[config.mk]
export PLATFORM = sky130hd
export DESIGN_NAME = axi_terminator_flat
export DESIGN_NICKNAME = d
export VERILOG_FILES = /design/src/rtl/axi_terminator_pkg.sv /design/src/rtl/axi_if.sv /design/src/rtl/axi_terminator.sv /design/src/flat_wrapper.sv
export SDC_FILE = /design/constraint.sdc
export NUM_CORES = 1
export LEC_CHECK = 0
export ABC_AREA = 1
export CORE_MARGIN = 2
export CORE_UTILIZATION = 30
export CTS_BUF_LIST = sky130_fd_sc_hd__clkbuf_4 sky130_fd_sc_hd__clkbuf_8 sky130_fd_sc_hd__clkbuf_16
export CTS_CLUSTER_SIZE = 30
export DETAILED_ROUTE_END_ITERATION = 6
export PLACE_DENSITY = 0.78
export SLEW_MARGIN = 30
export SYNTH_ARGS = -nofsm -noshare
export SYNTH_HDL_FRONTEND = slang
export SYNTH_SLANG_ARGS = --single-unit
[constraint.sdc]
create_clock -name clock -period 1.3 [get_ports clock]
set_input_delay 0.195 -clock clock [delete_from_list [all_inputs] [get_ports clock]]
set_output_delay 0.195 -clock clock [all_outputs]
set_load 0.01 [all_outputs]
[src/rtl/axi_terminator_pkg.sv]
// Shared definitions for the AXI terminator: response codes and FSM states.
// Imported by axi_terminator and by anything that needs to decode its responses.
package axi_terminator_pkg;

    localparam logic [1:0] RESP_OKAY   = 2'b00;
    localparam logic [1:0] RESP_SLVERR = 2'b10;
    localparam logic [1:0] RESP_DECERR = 2'b11;

    typedef enum logic [1:0] {
        W_IDLE,
        W_DATA,
        W_RESP
    } w_state_e;

    typedef enum logic {
        R_IDLE,
        R_DATA
    } r_state_e;

endpackage

[src/rtl/axi_if.sv]
// Full AXI4 bus bundle; widths are set here and nowhere else.
// Modports: master (drives requests) and slave (drives responses).
interface axi_if #(
    parameter int ID_W   = 4,
    parameter int ADDR_W = 32,
    parameter int DATA_W = 32
);
    logic [ID_W-1:0]     awid;
    logic [ADDR_W-1:0]   awaddr;
    logic [7:0]          awlen;
    logic [2:0]          awsize;
    logic [1:0]          awburst;
    logic                awlock;
    logic [3:0]          awcache;
    logic [2:0]          awprot;
    logic [3:0]          awqos;
    logic                awvalid;
    logic                awready;

    logic [DATA_W-1:0]   wdata;
    logic [DATA_W/8-1:0] wstrb;
    logic                wlast;
    logic                wvalid;
    logic                wready;

    logic [ID_W-1:0]     bid;
    logic [1:0]          bresp;
    logic                bvalid;
    logic                bready;

    logic [ID_W-1:0]     arid;
    logic [ADDR_W-1:0]   araddr;
    logic [7:0]          arlen;
    logic [2:0]          arsize;
    logic [1:0]          arburst;
    logic                arlock;
    logic [3:0]          arcache;
    logic [2:0]          arprot;
    logic [3:0]          arqos;
    logic                arvalid;
    logic                arready;

    logic [ID_W-1:0]     rid;
    logic [DATA_W-1:0]   rdata;
    logic [1:0]          rresp;
    logic                rlast;
    logic                rvalid;
    logic                rready;

    modport master (
        output awid, awaddr, awlen, awsize, awburst, awlock,
               awcache, awprot, awqos, awvalid,
        input  awready,
        output wdata, wstrb, wlast, wvalid,
        input  wready,
        input  bid, bresp, bvalid,
        output bready,
        output arid, araddr, arlen, arsize, arburst, arlock,
               arcache, arprot, arqos, arvalid,
        input  arready,
        input  rid, rdata, rresp, rlast, rvalid,
        output rready
    );

    modport slave (
        input  awid, awaddr, awlen, awsize, awburst, awlock,
               awcache, awprot, awqos, awvalid,
        output awready,
        input  wdata, wstrb, wlast, wvalid,
        output wready,
        output bid, bresp, bvalid,
        input  bready,
        input  arid, araddr, arlen, arsize, arburst, arlock,
               arcache, arprot, arqos, arvalid,
        output arready,
        output rid, rdata, rresp, rlast, rvalid,
        input  rready
    );

endinterface

[src/rtl/axi_terminator.sv]
// AXI4 slave that accepts every transaction, drops write data and
// returns a constant read value and a fixed response code.
// Ports: clock, reset (sync, active-high), axi (axi_if.slave).
module axi_terminator
    import axi_terminator_pkg::*;
#(
    parameter logic [1023:0] READ_DATA = '0,
    parameter logic [1:0]    RESPONSE  = RESP_OKAY
) (
    input  logic clock,
    input  logic reset,
    axi_if.slave axi
);

    localparam int DW = $bits(axi.rdata);
    localparam int IW = $bits(axi.awid);

    w_state_e        r_wstate;
    logic [IW-1:0]   r_awid;
    logic [7:0]      r_awlen;
    logic [7:0]      r_wcnt;

    r_state_e        r_rstate;
    logic [7:0]      r_arlen;
    logic [7:0]      r_rcnt;

    // Fields the terminator never looks at.
    logic w_unused;
    assign w_unused = ^{axi.awaddr, axi.awsize, axi.awburst, axi.awlock,
                        axi.awcache, axi.awprot, axi.awqos,
                        axi.wdata, axi.wstrb,
                        axi.araddr, axi.arsize, axi.arburst, axi.arlock,
                        axi.arcache, axi.arprot, axi.arqos};

    // Write engine. Every handshake-facing output is a register.
    always_ff @(posedge clock) begin
        if (reset) begin
            r_wstate    <= W_IDLE;
            r_awid      <= '0;
            r_awlen     <= '0;
            r_wcnt      <= '0;
            axi.awready <= 1'b0;
            axi.wready  <= 1'b0;
            axi.bvalid  <= 1'b0;
            axi.bid     <= '0;
            axi.bresp   <= '0;
        end else begin
            unique case (r_wstate)
                W_IDLE: begin
                    if (axi.awvalid && axi.awready) begin
                        r_awid      <= axi.awid;
                        r_awlen     <= axi.awlen;
                        r_wcnt      <= '0;
                        axi.awready <= 1'b0;
                        axi.wready  <= 1'b1;
                        r_wstate    <= W_DATA;
                    end else begin
                        // Also raises AWREADY on the first edge out of reset.
                        axi.awready <= 1'b1;
                    end
                end
                W_DATA: begin
                    if (axi.wvalid) begin
                        r_wcnt <= r_wcnt + 8'd1;
                        // Early WLAST or the full AWLEN+1 beats end the burst.
                        if (axi.wlast || (r_wcnt == r_awlen)) begin
                            axi.wready <= 1'b0;
                            axi.bvalid <= 1'b1;
                            axi.bid    <= r_awid;
                            axi.bresp  <= RESPONSE;
                            r_wstate   <= W_RESP;
                        end
                    end
                end
                W_RESP: begin
                    if (axi.bready) begin
                        axi.bvalid  <= 1'b0;
                        axi.bid     <= '0;
                        axi.bresp   <= '0;
                        axi.awready <= 1'b1;
                        r_wstate    <= W_IDLE;
                    end
                end
                default: begin
                    r_wstate <= W_IDLE;
                end
            endcase
        end
    end

    // Read engine.
    always_ff @(posedge clock) begin
        if (reset) begin
            r_rstate    <= R_IDLE;
            r_arlen     <= '0;
            r_rcnt      <= '0;
            axi.arready <= 1'b0;
            axi.rvalid  <= 1'b0;
            axi.rid     <= '0;
            axi.rdata   <= '0;
            axi.rresp   <= '0;
            axi.rlast   <= 1'b0;
        end else begin
            unique case (r_rstate)
                R_IDLE: begin
                    if (axi.arvalid && axi.arready) begin
                        r_arlen     <= axi.arlen;
                        r_rcnt      <= '0;
                        axi.arready <= 1'b0;
                        axi.rvalid  <= 1'b1;
                        axi.rid     <= axi.arid;
                        axi.rdata   <= READ_DATA[DW-1:0];
                        axi.rresp   <= RESPONSE;
                        axi.rlast   <= (axi.arlen == 8'd0);
                        r_rstate    <= R_DATA;
                    end else begin
                        axi.arready <= 1'b1;
                    end
                end
                R_DATA: begin
                    if (axi.rready) begin
                        if (axi.rlast) begin
                            axi.rvalid  <= 1'b0;
                            axi.rid     <= '0;
                            axi.rdata   <= '0;
                            axi.rresp   <= '0;
                            axi.rlast   <= 1'b0;
                            axi.arready <= 1'b1;
                            r_rstate    <= R_IDLE;
                        end else begin
                            // RLAST is precomputed for the beat after this one.
                            r_rcnt    <= r_rcnt + 8'd1;
                            axi.rlast <= ((r_rcnt + 8'd1) == r_arlen);
                        end
                    end
                end
                default: begin
                    r_rstate <= R_IDLE;
                end
            endcase
        end
    end

endmodule

[src/flat_wrapper.sv]
// flat-port wrapper written by rule: the top's interface ports become plain ports
module axi_terminator_flat import axi_terminator_pkg::*;
#(
    parameter logic [1023:0] READ_DATA = '0,
    parameter logic [1:0]    RESPONSE  = RESP_OKAY
)
  (clock, reset, axi_awid, axi_awaddr, axi_awlen, axi_awsize, axi_awburst, axi_awlock, axi_awcache, axi_awprot, axi_awqos, axi_awvalid, axi_awready, axi_wdata, axi_wstrb, axi_wlast, axi_wvalid, axi_wready, axi_bid, axi_bresp, axi_bvalid, axi_bready, axi_arid, axi_araddr, axi_arlen, axi_arsize, axi_arburst, axi_arlock, axi_arcache, axi_arprot, axi_arqos, axi_arvalid, axi_arready, axi_rid, axi_rdata, axi_rresp, axi_rlast, axi_rvalid, axi_rready);
  axi_if #(.ID_W((4)), .ADDR_W(32), .DATA_W((32))) axi_i ();
  input  logic clock;
  input  logic reset;
  input wire logic [$bits(axi_i.awid)-1:0] axi_awid;
  input wire logic [$bits(axi_i.awaddr)-1:0] axi_awaddr;
  input wire logic [$bits(axi_i.awlen)-1:0] axi_awlen;
  input wire logic [$bits(axi_i.awsize)-1:0] axi_awsize;
  input wire logic [$bits(axi_i.awburst)-1:0] axi_awburst;
  input wire logic [$bits(axi_i.awlock)-1:0] axi_awlock;
  input wire logic [$bits(axi_i.awcache)-1:0] axi_awcache;
  input wire logic [$bits(axi_i.awprot)-1:0] axi_awprot;
  input wire logic [$bits(axi_i.awqos)-1:0] axi_awqos;
  input wire logic [$bits(axi_i.awvalid)-1:0] axi_awvalid;
  output wire logic [$bits(axi_i.awready)-1:0] axi_awready;
  input wire logic [$bits(axi_i.wdata)-1:0] axi_wdata;
  input wire logic [$bits(axi_i.wstrb)-1:0] axi_wstrb;
  input wire logic [$bits(axi_i.wlast)-1:0] axi_wlast;
  input wire logic [$bits(axi_i.wvalid)-1:0] axi_wvalid;
  output wire logic [$bits(axi_i.wready)-1:0] axi_wready;
  output wire logic [$bits(axi_i.bid)-1:0] axi_bid;
  output wire logic [$bits(axi_i.bresp)-1:0] axi_bresp;
  output wire logic [$bits(axi_i.bvalid)-1:0] axi_bvalid;
  input wire logic [$bits(axi_i.bready)-1:0] axi_bready;
  input wire logic [$bits(axi_i.arid)-1:0] axi_arid;
  input wire logic [$bits(axi_i.araddr)-1:0] axi_araddr;
  input wire logic [$bits(axi_i.arlen)-1:0] axi_arlen;
  input wire logic [$bits(axi_i.arsize)-1:0] axi_arsize;
  input wire logic [$bits(axi_i.arburst)-1:0] axi_arburst;
  input wire logic [$bits(axi_i.arlock)-1:0] axi_arlock;
  input wire logic [$bits(axi_i.arcache)-1:0] axi_arcache;
  input wire logic [$bits(axi_i.arprot)-1:0] axi_arprot;
  input wire logic [$bits(axi_i.arqos)-1:0] axi_arqos;
  input wire logic [$bits(axi_i.arvalid)-1:0] axi_arvalid;
  output wire logic [$bits(axi_i.arready)-1:0] axi_arready;
  output wire logic [$bits(axi_i.rid)-1:0] axi_rid;
  output wire logic [$bits(axi_i.rdata)-1:0] axi_rdata;
  output wire logic [$bits(axi_i.rresp)-1:0] axi_rresp;
  output wire logic [$bits(axi_i.rlast)-1:0] axi_rlast;
  output wire logic [$bits(axi_i.rvalid)-1:0] axi_rvalid;
  input wire logic [$bits(axi_i.rready)-1:0] axi_rready;
  assign axi_i.awid = axi_awid;
  assign axi_i.awaddr = axi_awaddr;
  assign axi_i.awlen = axi_awlen;
  assign axi_i.awsize = axi_awsize;
  assign axi_i.awburst = axi_awburst;
  assign axi_i.awlock = axi_awlock;
  assign axi_i.awcache = axi_awcache;
  assign axi_i.awprot = axi_awprot;
  assign axi_i.awqos = axi_awqos;
  assign axi_i.awvalid = axi_awvalid;
  assign axi_awready = axi_i.awready;
  assign axi_i.wdata = axi_wdata;
  assign axi_i.wstrb = axi_wstrb;
  assign axi_i.wlast = axi_wlast;
  assign axi_i.wvalid = axi_wvalid;
  assign axi_wready = axi_i.wready;
  assign axi_bid = axi_i.bid;
  assign axi_bresp = axi_i.bresp;
  assign axi_bvalid = axi_i.bvalid;
  assign axi_i.bready = axi_bready;
  assign axi_i.arid = axi_arid;
  assign axi_i.araddr = axi_araddr;
  assign axi_i.arlen = axi_arlen;
  assign axi_i.arsize = axi_arsize;
  assign axi_i.arburst = axi_arburst;
  assign axi_i.arlock = axi_arlock;
  assign axi_i.arcache = axi_arcache;
  assign axi_i.arprot = axi_arprot;
  assign axi_i.arqos = axi_arqos;
  assign axi_i.arvalid = axi_arvalid;
  assign axi_arready = axi_i.arready;
  assign axi_rid = axi_i.rid;
  assign axi_rdata = axi_i.rdata;
  assign axi_rresp = axi_i.rresp;
  assign axi_rlast = axi_i.rlast;
  assign axi_rvalid = axi_i.rvalid;
  assign axi_i.rready = axi_rready;
  axi_terminator #(.READ_DATA(READ_DATA), .RESPONSE(RESPONSE)) u_core (.clock(clock), .reset(reset), .axi(axi_i));
endmodule
-- Word level (Yosys, flattened, before mapping)
Cells that the tools add are included.
Widths: inputs -> output; s select.
- bits in registers: 89
- output and inout port bits: 50
- logic and storage cells: 110
- $add $sub $neg: 2
- eq/ne operators: 12
- mux-type cells: 58
- bitwise logic cells: 1
- reduce and logical (&&, ||, !) cells: 19
- operator list (kind ; count):
    $mux 32 ; 3
    $pmux 32 s2 ; 1
    $mux 8 ; 5
    $pmux 8 s2 ; 2
    $mux 4 ; 6
    $mux 1 ; 20
    $mux 2 ; 9
    $add 8x1->8 const B ; 2
    $eq 8x8->1 ; 2
    $pmux 4 s2 ; 2
    $pmux 1 s2 ; 7
    $reduce_and 4->1 ; 3
    $reduce_and 2->1 ; 5
    $reduce_and 3->1 ; 3
    $logic_not 8->1 ; 1
    $ne 2x1->1 const B ; 4
    $ne 2x2->1 const B ; 4
    $pmux 2 s2 ; 2
    $pmux 2 s3 ; 1
    $reduce_bool 2->1 ; 3
    $eq 2x1->1 const B ; 1
    $eq 2x2->1 const B ; 1
    $logic_and 1x1->1 ; 2
    $logic_not 2->1 ; 1
    2 further kinds ; 2

-- Depth between registers and ports, before layout
- depth in word-level cells: 5
- mapped depth: 11

-- Worst setup path before layout
No wires, ideal clock.
- path type: register to register
- start: register u_core.r_rcnt[0]
- end: register u_core.axi.rlast
- arrival: 1.243 ns
- required time: 1.230 ns
- setup slack: -0.013 ns
- cell stages (with the launch flop): 10
- clock period less this slack: 1.313 ns
- cell sequence: dfxtp_1 -> ha_1 -> nand2_1 -> o21ai_1 -> nand2_1 -> nand2_1 -> nand3_1 -> nor2_1 -> nand3_1 -> a21oi_1
- word-level cells in the longest chain between the ends: 5
- ends and longest elaborated chain (what ; RTL line ; RTL):
    start: declaration ; axi_terminator.sv:25 ; logic [7:0] r_rcnt;
    start signal: assignment ; axi_terminator.sv:132 ; r_rcnt <= r_rcnt + 8'd1;
    $add 8x1->8 ; axi_terminator.sv:133 ; axi.rlast <= ((r_rcnt + 8'd1) == r_arlen);
    $eq 8x8->1 ; axi_terminator.sv:133 ;
    $mux 1 ; axi_terminator.sv:122 ; if (axi.rlast) begin
    $mux 1 ; axi_terminator.sv:121 ; if (axi.rready) begin
    $pmux 1 s2 ; axi_terminator.sv:104 ; unique case (r_rstate)
    end signal: assignment ; axi_terminator.sv:114 ; axi.rlast <= (axi.arlen == 8'd0);
    end signal: assignment ; axi_terminator.sv:133 ;
    end: declaration ; axi_if.sv:76 ; output rid, rdata, rresp, rlast, rvalid,
No other way between the ends. The select of a mux whose other input is x is not followed.
A chain may end at the register's enable or synchronous reset.

-- Worst setup path after layout
Same ends and word-level chain as after synthesis.

==> results.tsv <==
stage	metric	value	unit
logic_synthesis	number of synthesized register bits	53	
power_and_ir_drop	Max VDD drop	0.000557	V
global_route	initial antenna violation count	0	
finish	# diodes	0	
global_route	largest net degree at the start of global routing	25	
finish	layout net count	624	
finish	commonest non-fill, non-tap cell in the layout	nand2_1	
drt	Pre-Repair DR Iteration Count	4	
global_route	remaining global-route overflow	0	
logic_synthesis	Post-Syn Area	2690	um2
finish	Fillers	844	
timing	final hold viol count	0	
finish	layout cells sized above 1	22.3	%
timing	unrepaired setup endpoints after global routing	yes	
worst_hold_path	Hold WC Path Type	input port to flip-flop	
drt	final antenna-violating net count	0	
setup_path	Critical Path Fanout Max	5	
clocking	total CTS buffers	5	
timing	period utilization	113	%
setup_path	CP endpoint kind	flip-flop	
finish	Area Growth Syn to Fin	38.0	%
floorplanning	# rows	34	
power_and_ir_drop	total power after layout	3690	uW
timing	Slew Limit Fails	0	
logic_synthesis	YS warnings	0	
timing	setup ws final	-167	ps
power_and_ir_drop	P_sw	1040	uW
timing	min Tclk post-route	1470	ps
global_route	GRT Total Usage	12.7	%
power_and_ir_drop	Pint	2640	uW
floorplanning	die height	98.7	um
setup_path	Startpoint Class	flip-flop	
place	hpwl dp	4840	um
logic_synthesis	syn_area_per_cell	7.13	um2
floorplanning	Core ar.	8720	um2
drt	per-cell routed wire length	11.7	um
finish	post-layout util	42.6	%
logic_synthesis	Netlist cell types	30	
timing	skew final	10.2	ps
finish	Multi-input gate area	1490	um2
logic_synthesis	main area contributors after synthesis	dfxtp_1 (39%), buf_4 (10%), nand2_1 (9.9%), a21oi_1 (6.7%), nor2_1 (6.3%)	
clocking	clock root cell	clkbuf_8	
place	placed instance area	3350	um2
outcome	failing checks	setup timing	
drt	Initial DRC Count	83	
global_route	first-pass GRT wire length	10400	um
timing	# setup viols final	3	
setup_path	WP data required	1540	ps
setup_path	R2R Path Start	u_core.r_rcnt[0]	
floorplanning	Die W	98.7	um
timing	Max Fclk	682	MHz
drt	Total Routed Length	6590	um
floorplanning	Starting Density	30.8	%
outcome	run status	complete, but fails checks	
drt	Via density	4.51	
drt	DRC errors left	0	
place	Port Buffers	45	
place	GP Congestion	0.884	
clocking	Sink Count	53	
power_and_ir_drop	PD cells	993	nW/um2
setup_path	critical path type	flip-flop to flip-flop	
power_and_ir_drop	Comb pwr share	20.6	%
power_and_ir_drop	Sw Ratio	28.3	%
setup_path	crit path DAT	1710	ps
clocking	CTS clock-pin slew for the worst setup and hold paths	100	ps
finish	post-route cell area	3710	um2
job	Max-Cap Viols	0	
finish	storage element area	1080	um2
worst_hold_path	hold wc startpoint	axi_arid[0]	
logic_synthesis	Yosys top cell by area	dfxtp_1	
place	Post-Place Worst Slack	-267	ps
clocking	H-Tree Depth	2	
drt	vias post-DR	2550	
global_route	number of global-route vias before repair	2511	
power_and_ir_drop	P_leak	0.00156	uW
setup_path	CP startpoint	u_core.r_rcnt[0]	
floorplanning	IO Pins	216	
floorplanning	Die Footprint	9740	um2
clocking	clk buf depth	2	
clocking	clk_lat worst skew	310	ps
logic_synthesis	top cell type's share of synthesized area	39.5	%
logic_synthesis	Synth Instances	377	
clocking	CTS tree	built	
power_and_ir_drop	Clock power frac	30.9	%
power_and_ir_drop	sequential share of power	48.5	%
finish	most frequent cells in the layout	nand2_1 (67), dfxtp_1 (43), nor2_1 (40)	
logic_synthesis	Seq/Total Area, Yosys	39.5	%
## area by class of cell
type	count	share of cell area [%]
inverters	38	4.05
multi-input cells	278	40.1
repair buffers	80	20.0
flip-flops and latches	53	29.1
well taps	108	3.64
clock buffers	5	1.85
clock inverters	3	1.25
## critical path, cell delays in order (launching register included)
cell     delay [ps]
dfxtp_4         370
ha_4            160
nand2_2         130
inv_2            60
nand3_1         110
nand2_1          70
nand2_1          60
nand3_1          90
nor2_1          110
nand3_1         110
a21oi_2         140
## metrics by stage
step | instances | hold slack (ps) | TNS (ps)
final | 565 | 439 | -246
after global placement | 552 | 451 | -3610
after detailed placement | 552 | 457 | -4650
after global routing | 565 | 439 | -1110
after floorplan | 412 | 264 | 0
after CTS | 560 | 439 | -234
## worst paths after layout
kind | endpoint | slack [ps] | cells after the start
max reg2reg | u_core.axi.rlast | -170 | 10
min reg2reg | u_core.axi.rid[0] | 470 | 2
min | u_core.axi.rid[0] | 440 | 3
max | u_core.axi.rlast | -170 | 10
## cells in the mapped netlist (all sizes together)
master and count:
a21oi 36, inv 38, nor2 52, conb 1
clkbuf 5, and3 1, a31oi 1, buf 38
nand2 75, nand4 1, xnor2 8, nor3b 2
o211ai 1, dfxtp 53, nand3 30, nor4 2
ha 2, nand3b 1, o21ai 29, nor3 1
## sequential cells by signal, indices dropped and copies added (netlist names), 2 cells and up
register,flops
u_core.r_arlen,8
u_core.r_awlen,8
u_core.r_rcnt,8
u_core.r_wcnt,8
u_core.axi.bid,4
u_core.axi.rid,4
u_core.r_awid,4
u_core.r_wstate,2
## power groups by stage
| stage | Combinational (uW) | Sequential (uW) | Clock (uW) |
|---|---|---|---|
| finish | 760 | 1790 | 1140 |
| floorplan | 431 | 1810 | 0 |
| global route | 839 | 1800 | 1230 |
| CTS | 658 | 1780 | 1170 |
| global placement | 648 | 1810 | 0 |
| detailed placement | 663 | 1810 | 0 |
## kinds of logic after synthesis
logic type	Yosys count	share of synthesized area (%)
DFF	53	39.5
and+or+nand+nor	165	27.9
other	1	0.139
buffers and inverters	81	16.4
AOI/OAI and AO/OA	67	12.6
adders and majority gates	2	0.931
xor gates and xnor gates	8	2.61
## layer usage
layer	vias to the layer above	track usage [%]	wire length [um]
li1	1303	-	-
met1	1154	14.0	2680
met2	85	24.6	3470
met3	8	2.70	386
met4	0	2.95	51
met5	-	0	0
## timing repair
item | CTS | global route
hold buffers | 0 | 0
hold endpoints to repair | 0 | 0
buffers inserted | 0 | 4
pin swaps | 0 | 12
cloned | 0 | 1
endpoints found under the setup margin | 37 | 30
gates resized for setup | 27 | 55
No activity file was read; power rests on OpenSTA's default activity.
